## src/rtl/mul_arbiter_pkg.sv

```systemverilog
// Shared definitions for the two-requester multiplier arbiter and its bench.
package mul_arbiter_pkg;

    // FSM states, binary encoded
    typedef enum logic [2:0] {
        ST_IDLE   = 3'd0,
        ST_LOAD_M = 3'd1,
        ST_LOAD_Q = 3'd2,
        ST_WAIT   = 3'd3,
        ST_CAP_LO = 3'd4,
        ST_RESP   = 3'd5
    } state_t;

    // Default number of WAIT cycles before an operation is aborted
    localparam int TIMEOUT_DEF = 64;

endpackage

```

## src/rtl/mul_arbiter_if.sv

```systemverilog
// Request, response and multiplier-side signals of mul_arbiter.
// slave: the arbiter side; master: the environment driving it.
interface mul_arbiter_if;
    logic        req0_valid;
    logic [7:0]  req0_a;
    logic [7:0]  req0_b;
    logic        req0_ready;
    logic        req1_valid;
    logic [7:0]  req1_a;
    logic [7:0]  req1_b;
    logic        req1_ready;
    logic        rsp_valid;
    logic        rsp_ready;
    logic        rsp_id;
    logic [15:0] rsp_prod;
    logic        rsp_err;
    logic        mul_start;
    logic [7:0]  mul_inbus;
    logic        mul_final;
    logic [8:0]  mul_outbus;
    logic        busy;

    modport slave (
        input  req0_valid, req0_a, req0_b, req1_valid, req1_a, req1_b,
        input  rsp_ready, mul_final, mul_outbus,
        output req0_ready, req1_ready, rsp_valid, rsp_id, rsp_prod, rsp_err,
        output mul_start, mul_inbus, busy
    );

    modport master (
        output req0_valid, req0_a, req0_b, req1_valid, req1_a, req1_b,
        output rsp_ready, mul_final, mul_outbus,
        input  req0_ready, req1_ready, rsp_valid, rsp_id, rsp_prod, rsp_err,
        input  mul_start, mul_inbus, busy
    );
endinterface

```

## src/rtl/mul_arbiter_rr_arb2.sv

```systemverilog
// Two-way round-robin arbiter: the pointer names the winner of a tie and
// moves to the losing side after every grant.
module rr_arb2 (
    input  logic       i_clk,
    input  logic       i_rst_n,
    input  logic       i_en,
    input  logic [1:0] i_valid,
    output logic [1:0] o_grant,
    output logic       o_gnt_id
);
    logic r_rr;

    // Grant one valid requester, only while enabled
    always_comb begin
        o_grant  = 2'b00;
        o_gnt_id = 1'b0;
        if (i_en) begin
            if (i_valid == 2'b11) begin
                o_grant  = r_rr ? 2'b10 : 2'b01;
                o_gnt_id = r_rr;
            end else if (i_valid[0]) begin
                o_grant  = 2'b01;
            end else if (i_valid[1]) begin
                o_grant  = 2'b10;
                o_gnt_id = 1'b1;
            end
        end
    end

    // Point at the non-granted requester after each grant
    always_ff @(posedge i_clk or negedge i_rst_n) begin
        if (!i_rst_n) begin
            r_rr <= 1'b0;
        end else if (|o_grant) begin
            r_rr <= ~o_gnt_id;
        end
    end
endmodule

```

## src/rtl/mul_arbiter.sv

```systemverilog
// Arbitrates two requesters onto one radix-4 Booth multiplier: loads the
// operands serially, waits for the done flag (with timeout), assembles the
// 16-bit product from two result words and holds it until accepted.
module mul_arbiter
    import mul_arbiter_pkg::*;
#(
    parameter int TIMEOUT = TIMEOUT_DEF
) (
    input  logic         clk,
    input  logic         reset,
    mul_arbiter_if.slave bus
);
    localparam int CW = $clog2(TIMEOUT) + 1;

    state_t         r_state;
    state_t         w_next;
    logic [7:0]     r_a;
    logic [7:0]     r_b;
    logic           r_id;
    logic           r_err;
    logic [15:0]    r_prod;
    logic [CW-1:0]  r_cnt;

    logic [1:0]     w_grant;
    logic           w_gnt_id;
    logic           w_take;
    logic           w_idle;
    logic           w_timeout;
    logic           w_start;
    logic [7:0]     w_inbus;
    logic           w_rsp_valid;

    assign w_idle    = (r_state == ST_IDLE);
    assign w_take    = |w_grant;
    assign w_timeout = (r_cnt == CW'(TIMEOUT - 1));

    rr_arb2 u_arb (
        .i_clk    (clk),
        .i_rst_n  (reset),
        .i_en     (w_idle),
        .i_valid  ({bus.req1_valid, bus.req0_valid}),
        .o_grant  (w_grant),
        .o_gnt_id (w_gnt_id)
    );

    assign bus.req0_ready = w_grant[0];
    assign bus.req1_ready = w_grant[1];
    assign bus.rsp_valid  = w_rsp_valid;
    assign bus.rsp_id     = r_id;
    assign bus.rsp_prod   = r_prod;
    assign bus.rsp_err    = r_err;
    assign bus.mul_start  = w_start;
    assign bus.mul_inbus  = w_inbus;
    assign bus.busy       = ~w_idle;

    // State register
    always_ff @(posedge clk or negedge reset) begin
        if (!reset) begin
            r_state <= ST_IDLE;
        end else begin
            r_state <= w_next;
        end
    end

    // Next state and state-decoded outputs; mul_final only matters in WAIT
    always_comb begin
        w_next      = r_state;
        w_start     = 1'b0;
        w_inbus     = 8'h00;
        w_rsp_valid = 1'b0;
        case (r_state)
            ST_IDLE: begin
                if (w_take) w_next = ST_LOAD_M;
            end
            ST_LOAD_M: begin
                w_start = 1'b1;
                w_inbus = r_a;
                w_next  = ST_LOAD_Q;
            end
            ST_LOAD_Q: begin
                w_inbus = r_b;
                w_next  = ST_WAIT;
            end
            ST_WAIT: begin
                w_inbus = r_b;
                if (bus.mul_final) begin
                    w_next = ST_CAP_LO;
                end else if (w_timeout) begin
                    w_next = ST_RESP;
                end
            end
            ST_CAP_LO: begin
                w_next = ST_RESP;
            end
            ST_RESP: begin
                w_rsp_valid = 1'b1;
                if (bus.rsp_ready) w_next = ST_IDLE;
            end
            default: begin
                w_next = ST_IDLE;
            end
        endcase
    end

    // Operand latch, timeout counter and product assembly
    always_ff @(posedge clk or negedge reset) begin
        if (!reset) begin
            r_a    <= 8'h00;
            r_b    <= 8'h00;
            r_id   <= 1'b0;
            r_err  <= 1'b0;
            r_prod <= 16'h0000;
            r_cnt  <= '0;
        end else begin
            case (r_state)
                ST_IDLE: begin
                    if (w_take) begin
                        r_a    <= w_gnt_id ? bus.req1_a : bus.req0_a;
                        r_b    <= w_gnt_id ? bus.req1_b : bus.req0_b;
                        r_id   <= w_gnt_id;
                        r_err  <= 1'b0;
                        r_prod <= 16'h0000;
                    end
                end
                ST_LOAD_Q: begin
                    r_cnt <= '0;
                end
                ST_WAIT: begin
                    // counter stops at the abort value instead of wrapping
                    if (!w_timeout) r_cnt <= r_cnt + CW'(1);
                    if (bus.mul_final) begin
                        r_prod[15:8] <= bus.mul_outbus[7:0];
                    end else if (w_timeout) begin
                        r_err  <= 1'b1;
                        r_prod <= 16'h0000;
                    end
                end
                ST_CAP_LO: begin
                    r_prod[7:0] <= bus.mul_outbus[8:1];
                end
                default: begin
                end
            endcase
        end
    end
endmodule
```

## src/flat_wrapper.sv

```systemverilog
// flat-port wrapper written by rule: the top's interface ports become plain ports
module mul_arbiter_flat import mul_arbiter_pkg::*;
#(
    parameter int TIMEOUT = TIMEOUT_DEF
)
  (clk, reset, bus_req0_valid, bus_req0_a, bus_req0_b, bus_req1_valid, bus_req1_a, bus_req1_b, bus_rsp_ready, bus_mul_final, bus_mul_outbus, bus_req0_ready, bus_req1_ready, bus_rsp_valid, bus_rsp_id, bus_rsp_prod, bus_rsp_err, bus_mul_start, bus_mul_inbus, bus_busy);
  mul_arbiter_if bus_i ();
  input  logic clk;
  input  logic reset;
  input wire logic [$bits(bus_i.req0_valid)-1:0] bus_req0_valid;
  input wire logic [$bits(bus_i.req0_a)-1:0] bus_req0_a;
  input wire logic [$bits(bus_i.req0_b)-1:0] bus_req0_b;
  input wire logic [$bits(bus_i.req1_valid)-1:0] bus_req1_valid;
  input wire logic [$bits(bus_i.req1_a)-1:0] bus_req1_a;
  input wire logic [$bits(bus_i.req1_b)-1:0] bus_req1_b;
  input wire logic [$bits(bus_i.rsp_ready)-1:0] bus_rsp_ready;
  input wire logic [$bits(bus_i.mul_final)-1:0] bus_mul_final;
  input wire logic [$bits(bus_i.mul_outbus)-1:0] bus_mul_outbus;
  output wire logic [$bits(bus_i.req0_ready)-1:0] bus_req0_ready;
  output wire logic [$bits(bus_i.req1_ready)-1:0] bus_req1_ready;
  output wire logic [$bits(bus_i.rsp_valid)-1:0] bus_rsp_valid;
  output wire logic [$bits(bus_i.rsp_id)-1:0] bus_rsp_id;
  output wire logic [$bits(bus_i.rsp_prod)-1:0] bus_rsp_prod;
  output wire logic [$bits(bus_i.rsp_err)-1:0] bus_rsp_err;
  output wire logic [$bits(bus_i.mul_start)-1:0] bus_mul_start;
  output wire logic [$bits(bus_i.mul_inbus)-1:0] bus_mul_inbus;
  output wire logic [$bits(bus_i.busy)-1:0] bus_busy;
  assign bus_i.req0_valid = bus_req0_valid;
  assign bus_i.req0_a = bus_req0_a;
  assign bus_i.req0_b = bus_req0_b;
  assign bus_i.req1_valid = bus_req1_valid;
  assign bus_i.req1_a = bus_req1_a;
  assign bus_i.req1_b = bus_req1_b;
  assign bus_i.rsp_ready = bus_rsp_ready;
  assign bus_i.mul_final = bus_mul_final;
  assign bus_i.mul_outbus = bus_mul_outbus;
  assign bus_req0_ready = bus_i.req0_ready;
  assign bus_req1_ready = bus_i.req1_ready;
  assign bus_rsp_valid = bus_i.rsp_valid;
  assign bus_rsp_id = bus_i.rsp_id;
  assign bus_rsp_prod = bus_i.rsp_prod;
  assign bus_rsp_err = bus_i.rsp_err;
  assign bus_mul_start = bus_i.mul_start;
  assign bus_mul_inbus = bus_i.mul_inbus;
  assign bus_busy = bus_i.busy;
  mul_arbiter #(.TIMEOUT(TIMEOUT)) u_core (.clk(clk), .reset(reset), .bus(bus_i));
endmodule
```

## config.mk

```make
export PLATFORM = sky130hd
export DESIGN_NAME = mul_arbiter_flat
export DESIGN_NICKNAME = d
export VERILOG_FILES = /design/src/rtl/mul_arbiter_pkg.sv /design/src/rtl/mul_arbiter_if.sv /design/src/rtl/mul_arbiter_rr_arb2.sv /design/src/rtl/mul_arbiter.sv /design/src/flat_wrapper.sv
export SDC_FILE = /design/constraint.sdc
export NUM_CORES = 1
export LEC_CHECK = 0
export BUFFER_PORTS_ARGS = -buffer_cell sky130_fd_sc_hd__clkbuf_2
export CORE_MARGIN = 3
export CORE_UTILIZATION = 25
export DETAILED_ROUTE_END_ITERATION = 16
export SLEW_MARGIN = 10
export SYNTH_ARGS = -nofsm -noshare
export SYNTH_HDL_FRONTEND = slang
export SYNTH_SLANG_ARGS = --single-unit
```

## constraint.sdc

```tcl
create_clock -name clk -period 1.9 [get_ports clk]
set_input_delay 0.38 -clock clk [delete_from_list [all_inputs] [get_ports clk]]
set_output_delay 0.38 -clock clk [all_outputs]
set_load 0.02 [all_outputs]
```

==> key figures <==
Pwr
  • PnR Total Power: 4.54 mW
  • Leak: 1.52 nW
  • Peak VDD IR: 0.873 mV
  • Pwr per Cell Area: 1560 mW/mm2

Timing
  • Worst hold margin: 0.169 ns
  • Slew Viols, Final: 0
  • Slew @ Worst Pin: 0.579 ns
  • Max Clk Rate: 0.551 GHz
  • RSZ-0062 raised after global routing: no
  • Clock Skew: 0.00445 ns
  • Tmin final: 1.81 ns
  • Count of final setup violators: 0
  • Final setup TNS: 0 ns
  • Fin. Hold Viols: 0
  • Slew headroom: 0.614
  • Fin crit share: 0.955

Critical path
  • CP Data Arrival Time: 1.43 ns
  • Max FO, Critical Path: 5
  • Slowest-stage cell, CP: dfrtp_2
  • R2r startpoint: u_core.r_cnt[0]$_DFFE_PN0P_
  • FF-to-FF path depth: 6
  • Critical path's largest stage delay: 0.46 ns
  • Critical path class: flop to primary output
  • Cells along the critical path: nor3_4 -> nand3_1 -> inv_1 -> clkbuf_2
  • R2R Setup Slk: 0.23 ns
  • Reg-to-reg endpoint: u_core.bus.rsp_prod[9]$_DFFE_PN0P_
  • CP delay by family, top: flip-flops
  • CP Launch Type: flop
  • CP Data Required Time: 1.52 ns
  • Critical path buffers and inverters: 2
  • Crit. End Element: primary output

Clock network
  • H-tree depth: 2
  • CTS tree: done
  • Clock Pin Slew Worst Setup and Hold Paths: 0.08 ns
  • Sink Count: 45
  • CTS max path bufs: 2
  • Num CTS Buffers: 5
  • CTS root buf: clkbuf_8
  • Clock latency on the worst-skew pair: 0.29 ns

Final layout
  • # diodes: 0
  • Design area: 0.00291 mm2
  • Layout area overhead: 29.2%
  • Proportion of layout cells with a drive suffix above 1: 0.352
  • Final cell count without fillers: 420
  • Final nets: 362
  • Fill count: 877

Global route
  • Initial antenna violation count: 0
  • Overall Global Routing Usage: 0.116
  • Largest net degree at the start of global routing: 46
  • GRT overflow: 0
  • Vias in the first global route: 1989
  • First-pass GRT wire length: 9.50 mm

Route
  • Wirelength per Cell: 13.6 um
  • DRT iter0 DRCs: 67
  • DRC: 0
  • Drt first pass iters: 4
  • Routed Antenna Nets: 0
  • Routed wire length: 5.72 mm
  • DR vias/cell: 4.69
  • Vias: 1968

Placement
  • Buffers on Ports: 77
  • RD Place Congestion: 0.711
  • Placed cell areas: 0.00277 mm2
  • Placed cell count: 410
  • Half-perimeter wire length after placement: 4.36 mm

Die
  • Die width: 101 um
  • Ports: 78
  • Core Region: 0.00846 mm2
  • Starting Density: 0.266
  • Site Rows: 33
  • Die height: 101 um
  • Die area: 0.0102 mm2

Yosys
  • Syn Inst Count: 231
  • Mapped Nets: 279
  • Synth Register Bits: 45
  • Yosys warning total: 0
  • Avg Inst Size Synth: 9.74 um2
  • Post-synth cell types: 38
  • Post-synthesis cell area: 0.00225 mm2
  • Sequential share of the synthesized area: 0.500

Run
  • MaxCap Viol Count: 0

Min path
  • HP Class: primary input to async pin

Run status
  • Outcome: completed
-- synth_stat cells --
| cell type | number | area, um2 |
|---|---|---|
| and2_1 | 2 | 12.5 |
| o311ai_0 | 1 | 8.76 |
| nand3b_4 | 1 | 20.0 |
| nor2_1 | 30 | 113 |
| buf_2 | 2 | 10.0 |
| buf_6 | 3 | 33.8 |
| nor2b_2 | 1 | 8.76 |
| buf_1 | 2 | 7.51 |
| clkbuf_1 | 7 | 26.3 |
| a21oi_1 | 25 | 125 |
| a22o_1 | 9 | 78.8 |
| or3_4 | 1 | 11.3 |
| a211oi_2 | 1 | 12.5 |
| a21oi_4 | 1 | 16.3 |
| a31oi_1 | 1 | 6.26 |
| ha_1 | 1 | 12.5 |
| nor2_2 | 1 | 6.26 |
| nand2b_4 | 1 | 13.8 |
| nor3_1 | 1 | 5.00 |
| o22a_1 | 1 | 8.76 |
| nand2_1 | 21 | 78.8 |
| a211oi_1 | 1 | 7.51 |
| nand4b_1 | 1 | 8.76 |
| o21ai_0 | 15 | 75.1 |
| nand4_1 | 1 | 6.26 |
| or4b_1 | 1 | 10.0 |
| nor4_4 | 1 | 21.3 |
| and4_1 | 1 | 8.76 |
| nand3_1 | 7 | 35.0 |
| dfrtp_1 | 45 | 1130 |
| nand2b_1 | 2 | 12.5 |
| mux2i_1 | 16 | 160 |
| o211ai_1 | 2 | 15.0 |
| inv_1 | 11 | 41.3 |
| and3_1 | 1 | 6.26 |
| nor2b_1 | 4 | 25.0 |
| a22oi_1 | 8 | 60.1 |
| nor3_4 | 1 | 16.3 |
-- through the flow --
| step | setup slack (ns) | utilization |
|---|---|---|
| CTS | 0.00291 | 0.340 |
| detailed placement | 0.168 | 0.328 |
| global placement | 0.210 | 0.328 |
| global route | 0.00191 | 0.344 |
| finish | 0.0864 | 0.344 |
| floorplan | 0.219 | - |
-- how the worst max path moves through the flow --
stage | from | slack [ns] | endpoint | cells after the start
2_1_floorplan | u_core.r_state[0]$_DFFE_PN0P_ | 0.22 | bus_mul_inbus[0] | 5
3_3_place_gp | u_core.r_cnt[0]$_DFFE_PN0P_ | 0.21 | u_core.bus.rsp_prod[8]$_DFFE_PN0P_ | 5
3_5_place_dp | u_core.r_cnt[0]$_DFFE_PN0P_ | 0.17 | u_core.bus.rsp_prod[8]$_DFFE_PN0P_ | 5
4_1_cts | u_core.r_state[1]$_DFFE_PN0P_ | 0.003 | bus_mul_inbus[2] | 5
5_1_grt | u_core.r_state[0]$_DFFE_PN0P_ | 0.002 | bus_mul_inbus[2] | 5
6_report | u_core.r_state[1]$_DFFE_PN0P_ | 0.09 | bus_req1_ready | 4
-- timing repair --
action / 4_1_cts / 5_1_grt
setup buffers: 0 / 2
setup endpoints to repair: 2 / 19
hold buffers: 0 / 0
gates resized for setup: 2 / 4
pin swaps: 0 / 2
-- worst reg2reg max path: cells and delay by family (launching register included) --
kind | cells | cell delay (ns)
compound gates | 3 | 0.50
fa+ha+maj | 1 | 0.25
buf+inv | 1 | 0.16
flops | 1 | 0.42
simple gates | 1 | 0.25
-- where the power goes --
group | total (mW) | leakage, nW | switching, mW | internal [mW]
sequential | 1.59 | 0.562 | 0.266 | 1.33
combinational | 2.30 | 0.904 | 1.36 | 0.945
clock | 0.639 | 0.0542 | 0.311 | 0.329
total | 4.54 | 1.52 | 1.93 | 2.60
-- final cells by class --
cell class	instances	area, um2	area share
clock buffer	7	96.3	0.0331
clock inverter	1	5.00	0.00172
inverter	11	41.3	0.0142
multi-input combinational	161	1020	0.350
sequential	45	1130	0.388
tap	105	131	0.0452
timing repair buffer	90	487	0.167
-- placed cells by master (no fill, tap or decap), types with 2 or more instances in the layout --
cell,n
nand2_1,21
dfrtp_2,2
dfrtp_1,43
inv_1,11
o21ai_0,15
nor2_1,30
clkbuf_8,7
buf_4,12
nand3_1,6
clkbuf_2,77
a22o_1,9
nor2b_1,3
mux2i_1,16
a21oi_1,25
nand2b_1,2
and2_1,2
o211ai_1,2
a22oi_1,8
-- cells by family after synthesis --
logic type	synth area share
AO/OA/AOI/OAI	0.184
adder cells (fa/ha/maj)	0.00556
buffers and inverters	0.0528
flip-flops	0.500
multiplexers	0.0711
AND/OR/NAND/NOR	0.186
-- flip-flops by register name, summed over array words and instances (netlist names) --
| register | cells |
|---|---|
| u_core.r_b | 8 |
| u_core.r_state | 3 |
| u_core.u_arb.r_rr | 1 |
| u_core.bus.rsp_id | 1 |
| u_core.bus.rsp_err | 1 |
| u_core.r_a | 8 |
| u_core.bus.rsp_prod | 16 |
| u_core.r_cnt | 7 |
-- routing by layer --
metal	global-route usage	vias to the layer above	share of wire
met2	0.183	59	0.45
li1	-	977	-
met5	0	-	0
met1	0.158	925	0.47
met4	0.0280	0	0.011
met3	0.0291	7	0.066
No activity file was read; power rests on OpenSTA's default activity.
